$ cat config.mk
export PLATFORM = sky130hd
export DESIGN_NAME = ram_dp_flat
export DESIGN_NICKNAME = d
export VERILOG_FILES = /design/src/rtl/ram_dp_if.sv /design/src/rtl/ram_dp.sv /design/src/flat_wrapper.sv
export SDC_FILE = /design/constraint.sdc
export NUM_CORES = 1
export LEC_CHECK = 0
export CAP_MARGIN = 10
export CORE_AREA = 5 5 185 232
export DETAILED_ROUTE_END_ITERATION = 8
export DIE_AREA = 0 0 190 237
export GPL_ROUTABILITY_DRIVEN = 0
export GPL_TIMING_DRIVEN = 1
export PLACE_DENSITY = 0.75
export SLEW_MARGIN = 15
export SYNTH_ARGS = -nofsm -noshare
export SYNTH_HDL_FRONTEND = slang
export SYNTH_SLANG_ARGS = --single-unit
export TNS_END_PERCENT = 30
$ cat constraint.sdc
create_clock -name clk -period 2.1 [get_ports clk]
set_input_delay 0.42 -clock clk [delete_from_list [all_inputs] [get_ports clk]]
set_output_delay 0.42 -clock clk [all_outputs]
set_load 0.05 [all_outputs]
$ cat src/rtl/ram_dp_if.sv
// ram_dp_if: groups the clear control, write port and read port of ram_dp.
// The master drives requests and data, and the slave (the RAM) returns busy and read data.
interface ram_dp_if #(
  parameter int DATA_WIDTH = 32,
  parameter int ADDR_WIDTH = 4
);
  logic                    clear_req;
  logic                    busy;
  logic                    wr_en;
  logic [ADDR_WIDTH-1:0]   wr_addr;
  logic [DATA_WIDTH/8-1:0] wr_be;
  logic [DATA_WIDTH-1:0]   wr_data;
  logic                    rd_en;
  logic [ADDR_WIDTH-1:0]   rd_addr;
  logic [DATA_WIDTH-1:0]   rd_data;
  logic                    rd_valid;

  modport master (
    output clear_req, wr_en, wr_addr, wr_be, wr_data, rd_en, rd_addr,
    input  busy, rd_data, rd_valid
  );

  modport slave (
    input  clear_req, wr_en, wr_addr, wr_be, wr_data, rd_en, rd_addr,
    output busy, rd_data, rd_valid
  );
endinterface

$ cat src/rtl/ram_dp.sv
// ram_dp: simple-dual-port synchronous RAM with byte enables, optional output
// register, selectable collision policy and a hardware clear sequencer that
// sweeps every location after reset or on request.
module ram_dp #(
  parameter int                    DATA_WIDTH  = 32,
  parameter int                    ADDR_WIDTH  = 4,
  parameter int                    OUT_REG     = 0,
  parameter int                    WRITE_FIRST = 0,
  parameter logic [DATA_WIDTH-1:0] CLEAR_VALUE = '0
) (
  input logic      clk,
  input logic      rst_n,
  ram_dp_if.slave  bus
);
  localparam int                    NBYTES    = DATA_WIDTH / 8;
  localparam int                    DEPTH     = 2 ** ADDR_WIDTH;
  localparam logic [ADDR_WIDTH-1:0] LAST_ADDR = '1;

  typedef enum logic {CLEAR, IDLE} state_t;

  state_t                state;
  state_t                state_next;
  logic [ADDR_WIDTH-1:0] clr_addr;
  logic [ADDR_WIDTH-1:0] clr_addr_next;

  logic [DATA_WIDTH-1:0] mem [DEPTH];

  logic                  idle;
  logic                  wr_ok;
  logic                  rd_ok;
  logic [DATA_WIDTH-1:0] wr_merged;
  logic [DATA_WIDTH-1:0] rd_word;

  logic                  s1_valid;
  logic [DATA_WIDTH-1:0] s1_data;

  // State and sweep-address register; reset always restarts the sweep at address 0
  always_ff @(posedge clk or negedge rst_n) begin
    if (!rst_n) begin
      state    <= CLEAR;
      clr_addr <= '0;
    end else begin
      state    <= state_next;
      clr_addr <= clr_addr_next;
    end
  end

  // Next state: sweep every address once, then wait in IDLE for a clear request
  always_comb begin
    state_next    = state;
    clr_addr_next = clr_addr;
    case (state)
      CLEAR: begin
        clr_addr_next = clr_addr + ADDR_WIDTH'(1);
        if (clr_addr == LAST_ADDR) state_next = IDLE;
      end
      IDLE: begin
        if (bus.clear_req) begin
          state_next    = CLEAR;
          clr_addr_next = '0;
        end
      end
      default: state_next = CLEAR;
    endcase
  end

  // State decode: user accesses are only accepted while the sweep is not running
  always_comb begin
    idle     = (state == IDLE);
    wr_ok    = idle && bus.wr_en;
    rd_ok    = idle && bus.rd_en;
    bus.busy = !idle;
  end

  // Byte-merged write word and the read word, including the same-address collision policy
  always_comb begin
    wr_merged = mem[bus.wr_addr];
    for (int i = 0; i < NBYTES; i++) begin
      if (bus.wr_be[i]) wr_merged[8*i +: 8] = bus.wr_data[8*i +: 8];
    end
    rd_word = mem[bus.rd_addr];
    if ((WRITE_FIRST != 0) && wr_ok && (bus.wr_addr == bus.rd_addr)) rd_word = wr_merged;
  end

  // Storage array (not reset): the sweep owns it while busy, otherwise the write port
  always_ff @(posedge clk) begin
    if (!idle) begin
      mem[clr_addr] <= CLEAR_VALUE;
    end else if (wr_ok) begin
      mem[bus.wr_addr] <= wr_merged;
    end
  end

  // First read stage: captures the read word and holds it until the next accepted read
  always_ff @(posedge clk or negedge rst_n) begin
    if (!rst_n) begin
      s1_valid <= 1'b0;
      s1_data  <= '0;
    end else begin
      s1_valid <= rd_ok;
      if (rd_ok) s1_data <= rd_word;
    end
  end

  generate
    if (OUT_REG != 0) begin : g_out_reg
      logic                  s2_valid;
      logic [DATA_WIDTH-1:0] s2_data;

      // Optional output register adding one cycle of read latency
      always_ff @(posedge clk or negedge rst_n) begin
        if (!rst_n) begin
          s2_valid <= 1'b0;
          s2_data  <= '0;
        end else begin
          s2_valid <= s1_valid;
          if (s1_valid) s2_data <= s1_data;
        end
      end

      assign bus.rd_valid = s2_valid;
      assign bus.rd_data  = s2_data;
    end else begin : g_no_out_reg
      assign bus.rd_valid = s1_valid;
      assign bus.rd_data  = s1_data;
    end
  endgenerate
endmodule

$ cat src/flat_wrapper.sv
// flat-port wrapper written by rule: the top's interface ports become plain ports
module ram_dp_flat 
#(
  parameter int                    DATA_WIDTH  = 32,
  parameter int                    ADDR_WIDTH  = 4,
  parameter int                    OUT_REG     = 0,
  parameter int                    WRITE_FIRST = 0,
  parameter logic [DATA_WIDTH-1:0] CLEAR_VALUE = '0
)
  (clk, rst_n, bus_clear_req, bus_wr_en, bus_wr_addr, bus_wr_be, bus_wr_data, bus_rd_en, bus_rd_addr, bus_busy, bus_rd_data, bus_rd_valid);
  ram_dp_if #(.DATA_WIDTH(DATA_WIDTH), .ADDR_WIDTH(ADDR_WIDTH)) bus_i ();
  input logic clk;
  input logic rst_n;
  input wire logic [$bits(bus_i.clear_req)-1:0] bus_clear_req;
  input wire logic [$bits(bus_i.wr_en)-1:0] bus_wr_en;
  input wire logic [$bits(bus_i.wr_addr)-1:0] bus_wr_addr;
  input wire logic [$bits(bus_i.wr_be)-1:0] bus_wr_be;
  input wire logic [$bits(bus_i.wr_data)-1:0] bus_wr_data;
  input wire logic [$bits(bus_i.rd_en)-1:0] bus_rd_en;
  input wire logic [$bits(bus_i.rd_addr)-1:0] bus_rd_addr;
  output wire logic [$bits(bus_i.busy)-1:0] bus_busy;
  output wire logic [$bits(bus_i.rd_data)-1:0] bus_rd_data;
  output wire logic [$bits(bus_i.rd_valid)-1:0] bus_rd_valid;
  assign bus_i.clear_req = bus_clear_req;
  assign bus_i.wr_en = bus_wr_en;
  assign bus_i.wr_addr = bus_wr_addr;
  assign bus_i.wr_be = bus_wr_be;
  assign bus_i.wr_data = bus_wr_data;
  assign bus_i.rd_en = bus_rd_en;
  assign bus_i.rd_addr = bus_rd_addr;
  assign bus_busy = bus_i.busy;
  assign bus_rd_data = bus_i.rd_data;
  assign bus_rd_valid = bus_i.rd_valid;
  ram_dp #(.DATA_WIDTH(DATA_WIDTH), .ADDR_WIDTH(ADDR_WIDTH), .OUT_REG(OUT_REG), .WRITE_FIRST(WRITE_FIRST), .CLEAR_VALUE(CLEAR_VALUE)) u_core (.clk(clk), .rst_n(rst_n), .bus(bus_i));
endmodule
Yosys cells after proc, flatten, opt, wreduce, memory -nomap -nowiden
Memory sizes are Yosys's and may differ from the RTL's. A register that Yosys moved wholly into a read port is not among the register bits.
Index checks and enable logic that the tools add are counted.
Word-level totals
  input port bits: 49
  output and inout bits: 34
  RAM bits: 512
  register bits after elaboration: 6
  memories: 1
Memories
  u_core.mem: words 16, bits a word 32, read ports 1, clocked after memory_dff 1, wr ports 1, RTL line ram_dp.sv:26  | logic [DATA_WIDTH-1:0] mem [DEPTH];
Operators by class
  equal/unequal tests: 6
  bitwise logic cells: 1
  add/subtract/negate cells: 1
  muxes and demuxes: 16
  reduce and logical (&&, ||, !) cells: 9
Operators by type and width (count)
  $mux 32: 1
  $mux 8: 4
  $reduce_or 32->1: 1
  $mux 4: 3
  $pmux 4 s2: 1
  $reduce_and 2->1: 4
  $mux 1: 6
  $add 4x1->4 const B: 1
  $eq 4x4->1 const B: 1
  $ne 1x1->1 const B: 4
  $logic_and 1x1->1: 2
  $logic_not 1->1: 2
  $ne 2x2->1 const B: 1
  $pmux 1 s2: 1
  $not 1->1: 1

Longest topological paths before layout
Gate-level depths: netlist of the first run.
  word-level depth: 7
  depth in mapped cells: 7

Least setup slack after synthesis of the first run
Ideal clock, no wire load.
  path kind: input to register
  start point: input port bus_wr_be[0]
  end point: memory u_core.mem[4][0] (enable)
  buffers on the path: 2
  stages: 6
  data arrival time: 1.962 ns
  library setup time: 0.383 ns
  slack: -0.245 ns
  required time: 1.717 ns
  cells stage by stage: nor4_4 > nor2_4 > buf_12 > mux2i_4 > buf_6 > nor3_1
On the way
  word-level cells in the longest chain between the ends: 4
  elaborated cells on any way between the ends: 5
  classes of those cells: eq/ne (1); mux (2); reduce/logical (2)
Ends and longest elaborated chain
  from (decl): RTL line flat_wrapper.sv:17  | input wire logic [$bits(bus_i.wr_be)-1:0] bus_wr_be;
  $ne 1x1->1 (no line) (*)
  $reduce_and 2->1 (no line) (*)
  $reduce_or 32->1 (no line)
  $mux 4 (no line)
  to (decl): RTL line ram_dp.sv:26
Mark *: on every way between the ends. The rest lies on a longest branch, timed or not.

Worst setup path after layout of the first run
  start point: input port bus_wr_be[0]
  end point: memory u_core.mem[15][2] (enable)
The elaborated chain is that of the path after synthesis.

==> results of run 1 <==
[power by group]
part	leakage (nW)	internal (mW)	switching, mW
clock network	0.810	5.36	3.80
logic	3.82	2.72	5.19
registers	5.25	14.7	0.733
[timing repair]
| action | 4_1_cts | 5_1_grt |
|---|---|---|
| gates resized for setup | 35 | 11 |
| buffers inserted | 8 | 0 |
| gates cloned | 0 | 1 |
| endpoints found under the setup margin | 441 | 167 |
| endpoints found under the hold margin | 14 | 0 |
| pin swaps | 1 | 0 |
| hold buffers | 1 | 0 |
[stage by stage]
step	power [mW]	util	hold WS (ps)	worst slack (ps)	area, um^2
floorplan	19.76	-	124.4	-245.2	21970
global placement	23.03	0.6123	388.2	-761.3	24860
detailed placement	23.31	0.6123	389.9	-798.1	24860
CTS	32.43	0.6555	343.3	19.71	26620
global route	33.59	0.6572	397.7	-31.45	26680
finish	32.45	0.6572	342.8	22.36	26690
[layout by cell type, fill, tap and decap left out, types with 2 or more instances in the layout]
cell type        instances
nand2_2                  2
and2b_1                  2
clkinv_4                 2
clkdlybuf4s50_1         46
clkbuf_1                 7
a22oi_1                 74
nand4_1                 22
clkinvlp_4               2
and2_2                   3
mux2i_1                256
nand3_1                 76
nor2_4                   3
mux2i_4                  5
clkbuf_16               53
buf_12                  55
nor2b_4                  2
nor3_1                  39
and2_1                  30
nand2_1                116
a21oi_1                 36
dfrtp_1                 38
bufinv_16                6
mux2_4                   3
buf_4                  106
nor2b_1                  6
clkinv_1                14
nor2_1                   4
dlygate4sd2_1           33
o22ai_1                  3
clkinv_2                 6
edfxtp_1               512
nor3_2                  24
[kinds of logic after synthesis]
kind of cell    after synthesis  share of synthesized area
flops                       550                     0.7446
simple gates                332                    0.07527
mux                         264                     0.1240
compound gates              115                    0.03504
buf+inv                      84                    0.01974
xor+xnor                      2                  0.0007991
fa+ha+maj                     1                  0.0005706
[routing by layer]
layer / track usage / vias up
met5: 0 / -
met4: 0.09408 / 0
met3: 0.03318 / 120
met2: 0.3814 / 646
met1: 0.3026 / 6412
li1: - / 5658
[layout make-up]
cell class | instances | area, um^2
clock inverter | 30 | 300.3
antenna | 1 | 2.502
sequential | 550 | 16330
inverter | 2 | 7.507
timing repair buffer | 243 | 2676
clock buffer | 61 | 1366
fill | 2744 | 13920
multi-input combinational | 715 | 5318
tap | 552 | 690.7
[sequential cells by signal, indices dropped and copies added (netlist names)]
signal and cells:
u_core.mem 512, u_core.bus.rd_valid 1, u_core.bus.rd_data 32, u_core.clr_addr 4
u_core.idle 1
[cells in the mapped netlist, drive strengths merged]
cell     count
nor3        64
a21oi       36
o21ai        1
and2b        2
ha           1
nand3b       1
clkinv       1
nor2b        8
nand4       22
xor2         1
nand2      118
edfxtp     512
and2        33
nand3       76
mux2i      262
o22ai        3
mux2         2
xnor2        1
a22oi       74
clkbuf      29
buf         53
o2bb2ai      1
nor4         1
nor2         7
inv          1
dfrtp       38
[how the worst max path moves through the flow]
| stage | from | endpoint | slack, ps |
|---|---|---|---|
| 3_5_place_dp | bus_wr_be[1] | u_core.mem[5][0]$_DFFE_PP_ | -800 |
| 2_1_floorplan | bus_wr_be[0] | u_core.mem[4][0]$_DFFE_PP_ | -250 |
| 6_report | bus_wr_be[0] | u_core.mem[15][2]$_DFFE_PP_ | 20 |
| 3_3_place_gp | bus_wr_be[2] | u_core.mem[1][25]$_DFFE_PP_ | -760 |
| 5_1_grt | bus_wr_be[0] | u_core.mem[1][6]$_DFFE_PP_ | -30 |
| 4_1_cts | bus_wr_be[0] | u_core.mem[15][1]$_DFFE_PP_ | 20 |
==> impl_metrics.py, run 1 <==
metrics = {
    "timing": {
        "fin_skew_ps": 15.82,
        "final.setup.tns_ps": 0,
        "rsz0062_at_grt": "yes",
        "setup_viol": 0,
        "hold_viol_final": 0,
        "relSlewSlack": 0.6351,
        "fin_crit_sh": 0.9894,
        "worst_pin_slew_ps": 547.3,
        "drv_slew": 0,
        "clock.fmax_mhz": 481.3,
        "min_period_ps": 2078,
    },
    "cts": {
        "root_buffer": "clkbuf_16",
        "clockBufferDepth": 3,
        "path_clk_slew_ps": 60,
        "htreeDepth": 2,
        "cts.sinks": 550,
        "clk_latency_ps": 570,
        "cts_made_buffers": 51,
        "cts_tree": "built",
    },
    "critical_path": {
        "slowest_stage": "clkdlybuf4s50_1",
        "crit_family": "buffers and inverters",
        "start_kind": "primary input",
        "worstSetupPathType": "primary input to register",
        "cp.required_ps": 2370,
        "path_cells": "clkdlybuf4s50_1, nor4_4, nor2_4, buf_4, mux2_4, nor3_1, buf_4",
        "crit_path_end_kind": "register",
        "rr_endpoint": "u_core.mem[15][2]$_DFFE_PP_",
        "r2r_setup_slack_ps": 110,
        "slowest_delay_ps": 460,
        "path_max_fanout": 8,
        "path_common_cell": "buf_4",
        "rr_startpoint": "u_core.idle$_DFF_PN0_",
        "crit_buf_inv": 3,
        "r2r_cells": 6,
        "arrival_ps": 2350,
        "crit_cells": 7,
    },
    "die": {
        "rows": 83,
        "ios": 83,
        "initial_core_util": 0.5400,
        "die_h_um": 237,
        "fp.coreArea_mm2": 0.04061,
        "die_area_mm2": 0.04503,
        "die_w_um": 190,
    },
    "global_route": {
        "antenna_found_initial": 0,
        "grt_pass1_vias": 13160,
        "grt_max_degree": 49,
        "grtUsageTotal": 0.2282,
        "grt_pass1_wl_um": 78190,
        "grt_overflow": 0,
    },
    "drt": {
        "drt-wirelength-per-cell_um": 24.20,
        "drc": 0,
        "routed-via-count": 12840,
        "wl_met1_um": 19750,
        "dr.max_layer_used": "met4",
        "drt_iter0_markers": 1411,
        "dr_wl_met3_um": 4019,
        "vias_per_cell": 5.959,
        "ant_nets": 0,
        "drt-pass1-iter-count": 6,
        "wirelength_um": 52120,
        "wl_met2_um": 26430,
    },
    "synth": {
        "postSynthCellCount": 1348,
        "synth_fp_nets": 1398,
        "synth.distinct_cells": 36,
        "yosysTopAreaCell": "edfxtp_1",
        "syn_area_per_cell_um2": 16.27,
        "ys_ff_latch": 550,
        "yosys_warnings": 0,
        "synth.area.top_cells": "edfxtp_1 70%, mux2i_1 12%, dfrtp_1 4.3%",
        "ys_seq_area_frac": 0.7446,
        "netlist_area_mm2": 0.02193,
        "synth_top_area_frac": 0.7012,
    },
    "placement": {
        "hpwl_um": 32690,
        "numPortBuffers": 82,
        "dp.cells": 2052,
    },
    "hold_path": {
        "hp-class": "primary input to async pin",
    },
    "run_status": {
        "status": "finished clean",
    },
    "layout": {
        "area_delta_synth_final_pct": 21.71,
        "final_cell_count_no_fill": 2154,
        "drive_gt1_frac": 0.1743,
        "fin_nets": 1613,
    },
    "power": {
        "peakVddDrop_mv": 0.9713,
        "p_per_area_mw_per_mm2": 1216,
        "power_leakage_nw": 9.882,
    },
    "job": {
        "max-cap-violations": 0,
    },
}
(Power assumes the default switching activity.)
==> run 2, diff against run 1 <==
--- a/config.mk
+++ b/config.mk
@@ -10,7 +10,7 @@
 export DETAILED_ROUTE_END_ITERATION = 8
 export DIE_AREA = 0 0 190 237
 export GPL_ROUTABILITY_DRIVEN = 0
-export GPL_TIMING_DRIVEN = 1
+export GPL_TIMING_DRIVEN = 0
 export PLACE_DENSITY = 0.75
 export SLEW_MARGIN = 15
 export SYNTH_ARGS = -nofsm -noshare
==> run 2 against run 1 <==
The flow now finishes with violations (setup timing). Highest routed layer unchanged. Core utilization fell by 0.13 points. Global-route usage grew 2.2 points. Largest power group unchanged. Total power increased by 3.0%. Via count rose by 3.5%. Largest cell class unchanged. Critical endpoint is now u_core.mem[3][9]$_DFFE_PP_. Wire length grew 14%.
==> impl_metrics.py, run 2 (synthesized netlist as in run 1, its figures left out) <==
metrics = {
    "run_status": {
        "status": "complete, but fails checks",
        "violations": "setup timing",
    },
    "cts": {
        "clk_latency_ps": 580,
        "htreeDepth": 2,
        "cts_tree": "built",
        "cts.sinks": 550,
        "root_buffer": "clkbuf_16",
        "clockBufferDepth": 3,
        "cts_made_buffers": 49,
        "path_clk_slew_ps": 60,
    },
    "timing": {
        "worst_pin_slew_ps": 904.3,
        "setup_viol": 201,
        "relSlewSlack": 0.3971,
        "clock.fmax_mhz": 451.0,
        "rsz0062_at_grt": "yes",
        "drv_slew": 0,
        "fin_ws_ps": -117.4,
        "fin_crit_sh": 1.056,
        "hold_viol_final": 0,
        "fin_skew_ps": 16.19,
        "hold_ws_ps": 442.0,
        "final.setup.tns_ps": -7743,
        "min_period_ps": 2217,
    },
    "critical_path": {
        "start_kind": "register",
        "path_max_fanout": 10,
        "crit_path_end_kind": "register",
        "slowest_delay_ps": 610,
        "r2r_cells": 6,
        "rr_startpoint": "u_core.idle$_DFF_PN0_",
        "path_common_cell": "buf_12",
        "rr_endpoint": "u_core.mem[3][9]$_DFFE_PP_",
        "crit_family": "simple AND/OR/NAND/NOR gates",
        "cp.required_ps": 2300,
        "slowest_stage": "nor3_2",
        "path_cells": "nand2_2, nor2_4, buf_12, mux2i_4, buf_12, nor3_2",
        "crit_cells": 6,
        "r2r_setup_slack_ps": -120,
        "arrival_ps": 2420,
        "crit_buf_inv": 2,
        "worstSetupPathType": "register to register",
    },
    "layout": {
        "antenna_cells": 0,
        "fin_nets": 1602,
        "mostFrequentLayoutCells": "512 x edfxtp_1, 256 x mux2i_1, 116 x nand2_1",
        "drive_gt1_frac": 0.1980,
        "final_cell_count_no_fill": 2143,
        "multi_input_area_mm2": 0.005872,
        "mostFrequentLayoutCell": "edfxtp_1",
        "nFillCells": 2643,
        "area_delta_synth_final_pct": 21.47,
        "final_core_util": 0.6559,
        "largest_register_ffs": 512,
        "regArea_mm2": 0.01633,
        "top_register": "u_core.mem",
    },
    "power": {
        "power_mw": 33.44,
        "peakVddDrop_mv": 0.8005,
        "power_leakage_nw": 9.813,
        "p_per_area_mw_per_mm2": 1256,
    },
    "placement": {
        "numPortBuffers": 81,
        "dp.cells": 1989,
        "hpwl_um": 37020,
    },
    "die": {
        "ios": 83,
        "die_area_mm2": 0.04503,
        "rows": 83,
        "initial_core_util": 0.5400,
        "fp.coreArea_mm2": 0.04061,
        "die_h_um": 237,
        "die_w_um": 190,
    },
    "global_route": {
        "grtUsageTotal": 0.2504,
        "grt_pass1_vias": 13100,
        "grt_pass1_wl_um": 83150,
        "grt_overflow": 0,
        "grt_max_degree": 39,
        "antenna_found_initial": 0,
    },
    "drt": {
        "ant_nets": 0,
        "drt-pass1-iter-count": 6,
        "routed-via-count": 13290,
        "drt_iter0_markers": 1633,
        "wirelength_um": 59470,
        "drt-wirelength-per-cell_um": 27.75,
        "drc": 0,
        "vias_per_cell": 6.202,
    },
    "job": {
        "max-cap-violations": 0,
    },
    "hold_path": {
        "hp-class": "primary input to async pin",
    },
}
-- run 2: cell types whose count changed in the layout (fill, tap and decap cells not counted), moves of 10 or more --
cell            before  now
and2_1              30   18
and2_2               3   15
buf_12              55   24
buf_2                1   33
buf_4              106   45
buf_6                0   13
clkbuf_1             7   25
clkbuf_2             0   25
clkinv_1            14    4
dlygate4sd2_1       33    4
dlymetal6s2s_1       0   23
nor3_1              39    0
nor3_2              24   11
nor3_4               1   53
-- run 2: metal layers --
metal	vias up	part of all wire	global-route usage
met4	0	0.062	0.1362
met3	183	0.094	0.05515
li1	5634	-	-
met2	851	0.50	0.4086
met5	-	0	0
met1	6623	0.34	0.3130
-- run 2: worst max path at each step --
stage / startpoint / slack [ps] / to
after global placement: bus_wr_be[0] / -1560 / u_core.mem[14][20]$_DFFE_PP_
after CTS: u_core.idle$_DFF_PN0_ / -180 / u_core.mem[12][3]$_DFFE_PP_
final: u_core.idle$_DFF_PN0_ / -120 / u_core.mem[3][9]$_DFFE_PP_
after floorplan: bus_wr_be[0] / -250 / u_core.mem[4][0]$_DFFE_PP_
after detailed placement: bus_wr_be[0] / -1370 / u_core.mem[1][1]$_DFFE_PP_
after global routing: u_core.idle$_DFF_PN0_ / -180 / u_core.mem[3][14]$_DFFE_PP_
-- run 2: area by class of cell --
class,instances,area share
Timing Repair Buffer,153,0.06300
Tap cell,552,0.02593
Clock inverter,22,0.006342
Sequential cell,550,0.6130
Clock buffer,68,0.05107
Inverter,2,0.0003289
Buffer,82,0.01987
Multi-Input combinational cell,714,0.2205
-- run 2: through the flow --
| stage | cell area (um^2) | setup slack, ps |
|---|---|---|
| finish | 26630 | -117.4 |
| global route | 26630 | -177.3 |
| CTS | 25960 | -180.3 |
| detailed placement | 23740 | -1369 |
| global placement | 23470 | -1559 |
| floorplan | 21970 | -245.2 |
-- run 2: power breakdown --
| part | switching [mW] | internal, mW | total, mW | leakage, nW |
|---|---|---|---|---|
| registers | 0.736 | 14.7 | 15.4 | 5.25 |
| logic | 6.27 | 3.13 | 9.39 | 3.82 |
| clock network | 3.86 | 4.78 | 8.64 | 0.743 |
| total | 10.9 | 22.6 | 33.4 | 9.81 |
-- run 2: repair_timing --
action / CTS / global route
endpoints found under the hold margin: 38 / 0
cloned: 0 / 1
setup buffers: 26 / 37
pin swaps: 11 / 15
gates resized for setup: 97 / 96
setup endpoints to repair: 898 / 769
hold buffers: 1 / 0
==> run 3, diff against run 2 <==
--- a/config.mk
+++ b/config.mk
@@ -11,7 +11,7 @@
 export DIE_AREA = 0 0 190 237
 export GPL_ROUTABILITY_DRIVEN = 0
 export GPL_TIMING_DRIVEN = 0
-export PLACE_DENSITY = 0.75
+export PLACE_DENSITY = 0.79
 export SLEW_MARGIN = 15
 export SYNTH_ARGS = -nofsm -noshare
 export SYNTH_HDL_FRONTEND = slang
==> run 3 against run 2 <==
The run now ends clean. Global-route usage grew 3.3 points. Sequential power is essentially flat. Register-to-register slack better by 120 ps. Combinational power increased by 4.4%. First-iteration DRC count grew 14%. Sequential share of layout area decreased by 0.64 points. Sequential cell count unchanged. Design area up 1.1%. Critical path type unchanged.
==> impl_metrics.py, run 3 (synthesized netlist as in run 1, its figures left out) <==
metrics = {
    "cts": {
        "clk_latency_ps": 590,
        "htreeDepth": 2,
        "cts_made_buffers": 47,
        "cts.sinks": 550,
        "clockBufferDepth": 3,
        "root_buffer": "clkbuf_16",
        "cts_tree": "built",
        "path_clk_slew_ps": 70,
    },
    "timing": {
        "hold_ws_ps": 468.8,
        "rsz0062_at_grt": "yes",
        "worst_pin_slew_ps": 868.9,
        "final.setup.tns_ps": 0,
        "setup_viol": 0,
        "min_period_ps": 2098,
        "hold_viol_final": 0,
        "clock.fmax_mhz": 476.7,
        "relSlewSlack": 0.4208,
        "fin_skew_ps": 21.83,
        "fin_crit_sh": 0.9989,
        "drv_slew": 0,
        "fin_ws_ps": 2.273,
    },
    "drt": {
        "drt-pass1-iter-count": 5,
        "wirelength_um": 64780,
        "drc": 0,
        "vias_per_cell": 6.481,
        "ant_nets": 0,
        "drt-wirelength-per-cell_um": 30.11,
        "drt_iter0_markers": 1860,
        "routed-via-count": 13940,
    },
    "layout": {
        "mostFrequentLayoutCells": "512 x edfxtp_1, 256 x mux2i_1, 116 x nand2_1",
        "drive_gt1_frac": 0.2164,
        "largest_register_ffs": 512,
        "fin_nets": 1611,
        "antenna_cells": 0,
        "top_register": "u_core.mem",
        "final_cell_count_no_fill": 2151,
        "mostFrequentLayoutCell": "edfxtp_1",
        "area_delta_synth_final_pct": 22.75,
    },
    "die": {
        "rows": 83,
        "initial_core_util": 0.5400,
        "die_area_mm2": 0.04503,
        "ios": 83,
        "fp.coreArea_mm2": 0.04061,
        "die_h_um": 237,
        "die_w_um": 190,
    },
    "critical_path": {
        "arrival_ps": 2310,
        "cp.required_ps": 2310,
        "path_max_fanout": 10,
        "start_kind": "register",
        "worstSetupPathType": "register to register",
        "crit_path_end_kind": "register",
    },
    "placement": {
        "numPortBuffers": 81,
        "pre_cts_slack_ps": -1313,
        "dp.cells": 1990,
        "hpwl_um": 37630,
    },
    "power": {
        "power_leakage_nw": 9.804,
        "p_per_area_mw_per_mm2": 1282,
        "power_mw": 34.51,
        "peakVddDrop_mv": 0.9817,
    },
    "global_route": {
        "grt.met2_usage": 0.4507,
        "grt_pass1_wl_um": 92740,
        "grt_use_met3": 0.05868,
        "antenna_found_initial": 1,
        "grt_overflow": 0,
        "grtUsageTotal": 0.2832,
        "grt_max_degree": 39,
        "grt_pass1_vias": 14080,
        "met1_usage": 0.3505,
        "grt_most_used_layer": "met2",
    },
    "job": {
        "max-cap-violations": 0,
    },
    "hold_path": {
        "hp-class": "primary input to async pin",
    },
    "run_status": {
        "status": "finished clean",
    },
}
-- run 3: path summary, 6_finish.rpt --
check / from / to / slack [ps] / cells past startpoint
max: u_core.idle$_DFF_PN0_ / u_core.mem[5][21]$_DFFE_PP_ / 2 / 6
min: rst_n / u_core.bus.rd_data[25]$_DFFE_PN0P_ / 470 / 2
max reg2reg: u_core.idle$_DFF_PN0_ / u_core.mem[5][21]$_DFFE_PP_ / 2 / 6
min reg2reg: u_core.bus.rd_data[3]$_DFFE_PN0P_ / u_core.bus.rd_data[3]$_DFFE_PN0P_ / 480 / 2
max in group asynchronous: rst_n / u_core.clr_addr[1]$_DFFE_PN0P_ / 1100 / 2
min in group clk: u_core.bus.rd_data[3]$_DFFE_PN0P_ / u_core.bus.rd_data[3]$_DFFE_PN0P_ / 480 / 2
-- run 3: final cells by class --
type / instances / area [um^2]
flip-flops and latches: 550 / 16330
fillers: 2549 / 13690
multi-input cells: 714 / 5933
repair buffers: 165 / 1832
clock buffers: 63 / 1329
well taps: 552 / 690.7
plain buffers: 81 / 530.5
clock inverters: 24 / 264.0
inverters: 2 / 8.758
-- run 3: power breakdown --
| group | switching, mW | leakage [nW] | total [mW] | internal, mW |
|---|---|---|---|---|
| combinational | 6.58 | 3.76 | 9.80 | 3.22 |
| sequential | 0.842 | 5.25 | 15.5 | 14.7 |
| clock | 4.02 | 0.794 | 9.21 | 5.19 |
| total | 11.4 | 9.80 | 34.5 | 23.1 |
-- run 3: critical path: stages (launching register included) --
cell and delay, ps:
dfrtp_1 370, nand2_2 70, nor2_4 220, buf_12 220
mux2i_4 150, buf_12 210, nor3_4 470
-- run 3: timing repair --
action                                  CTS  global route
endpoints found under the setup margin  892           668
hold buffers                              1             0
resized for setup                       171            49
gates cloned                              0             0
setup buffers                            66             8
pin swaps                                40            10
hold endpoints to repair                 38             0
-- run 3: per-stage QoR --
step / util / instance area (um^2)
final: 0.6628 / 26910
after global routing: 0.6628 / 26910
after CTS: 0.6577 / 26700
after detailed placement: 0.5846 / 23740
after global placement: 0.5779 / 23470
after floorplan: - / 21970
-- run 3: metal layers --
metal / wire length [um] / vias to the layer above
met5: 0 / -
met4: 4721 / 0
met3: 7067 / 260
met2: 31580 / 1135
met1: 21410 / 6897
li1: - / 5648
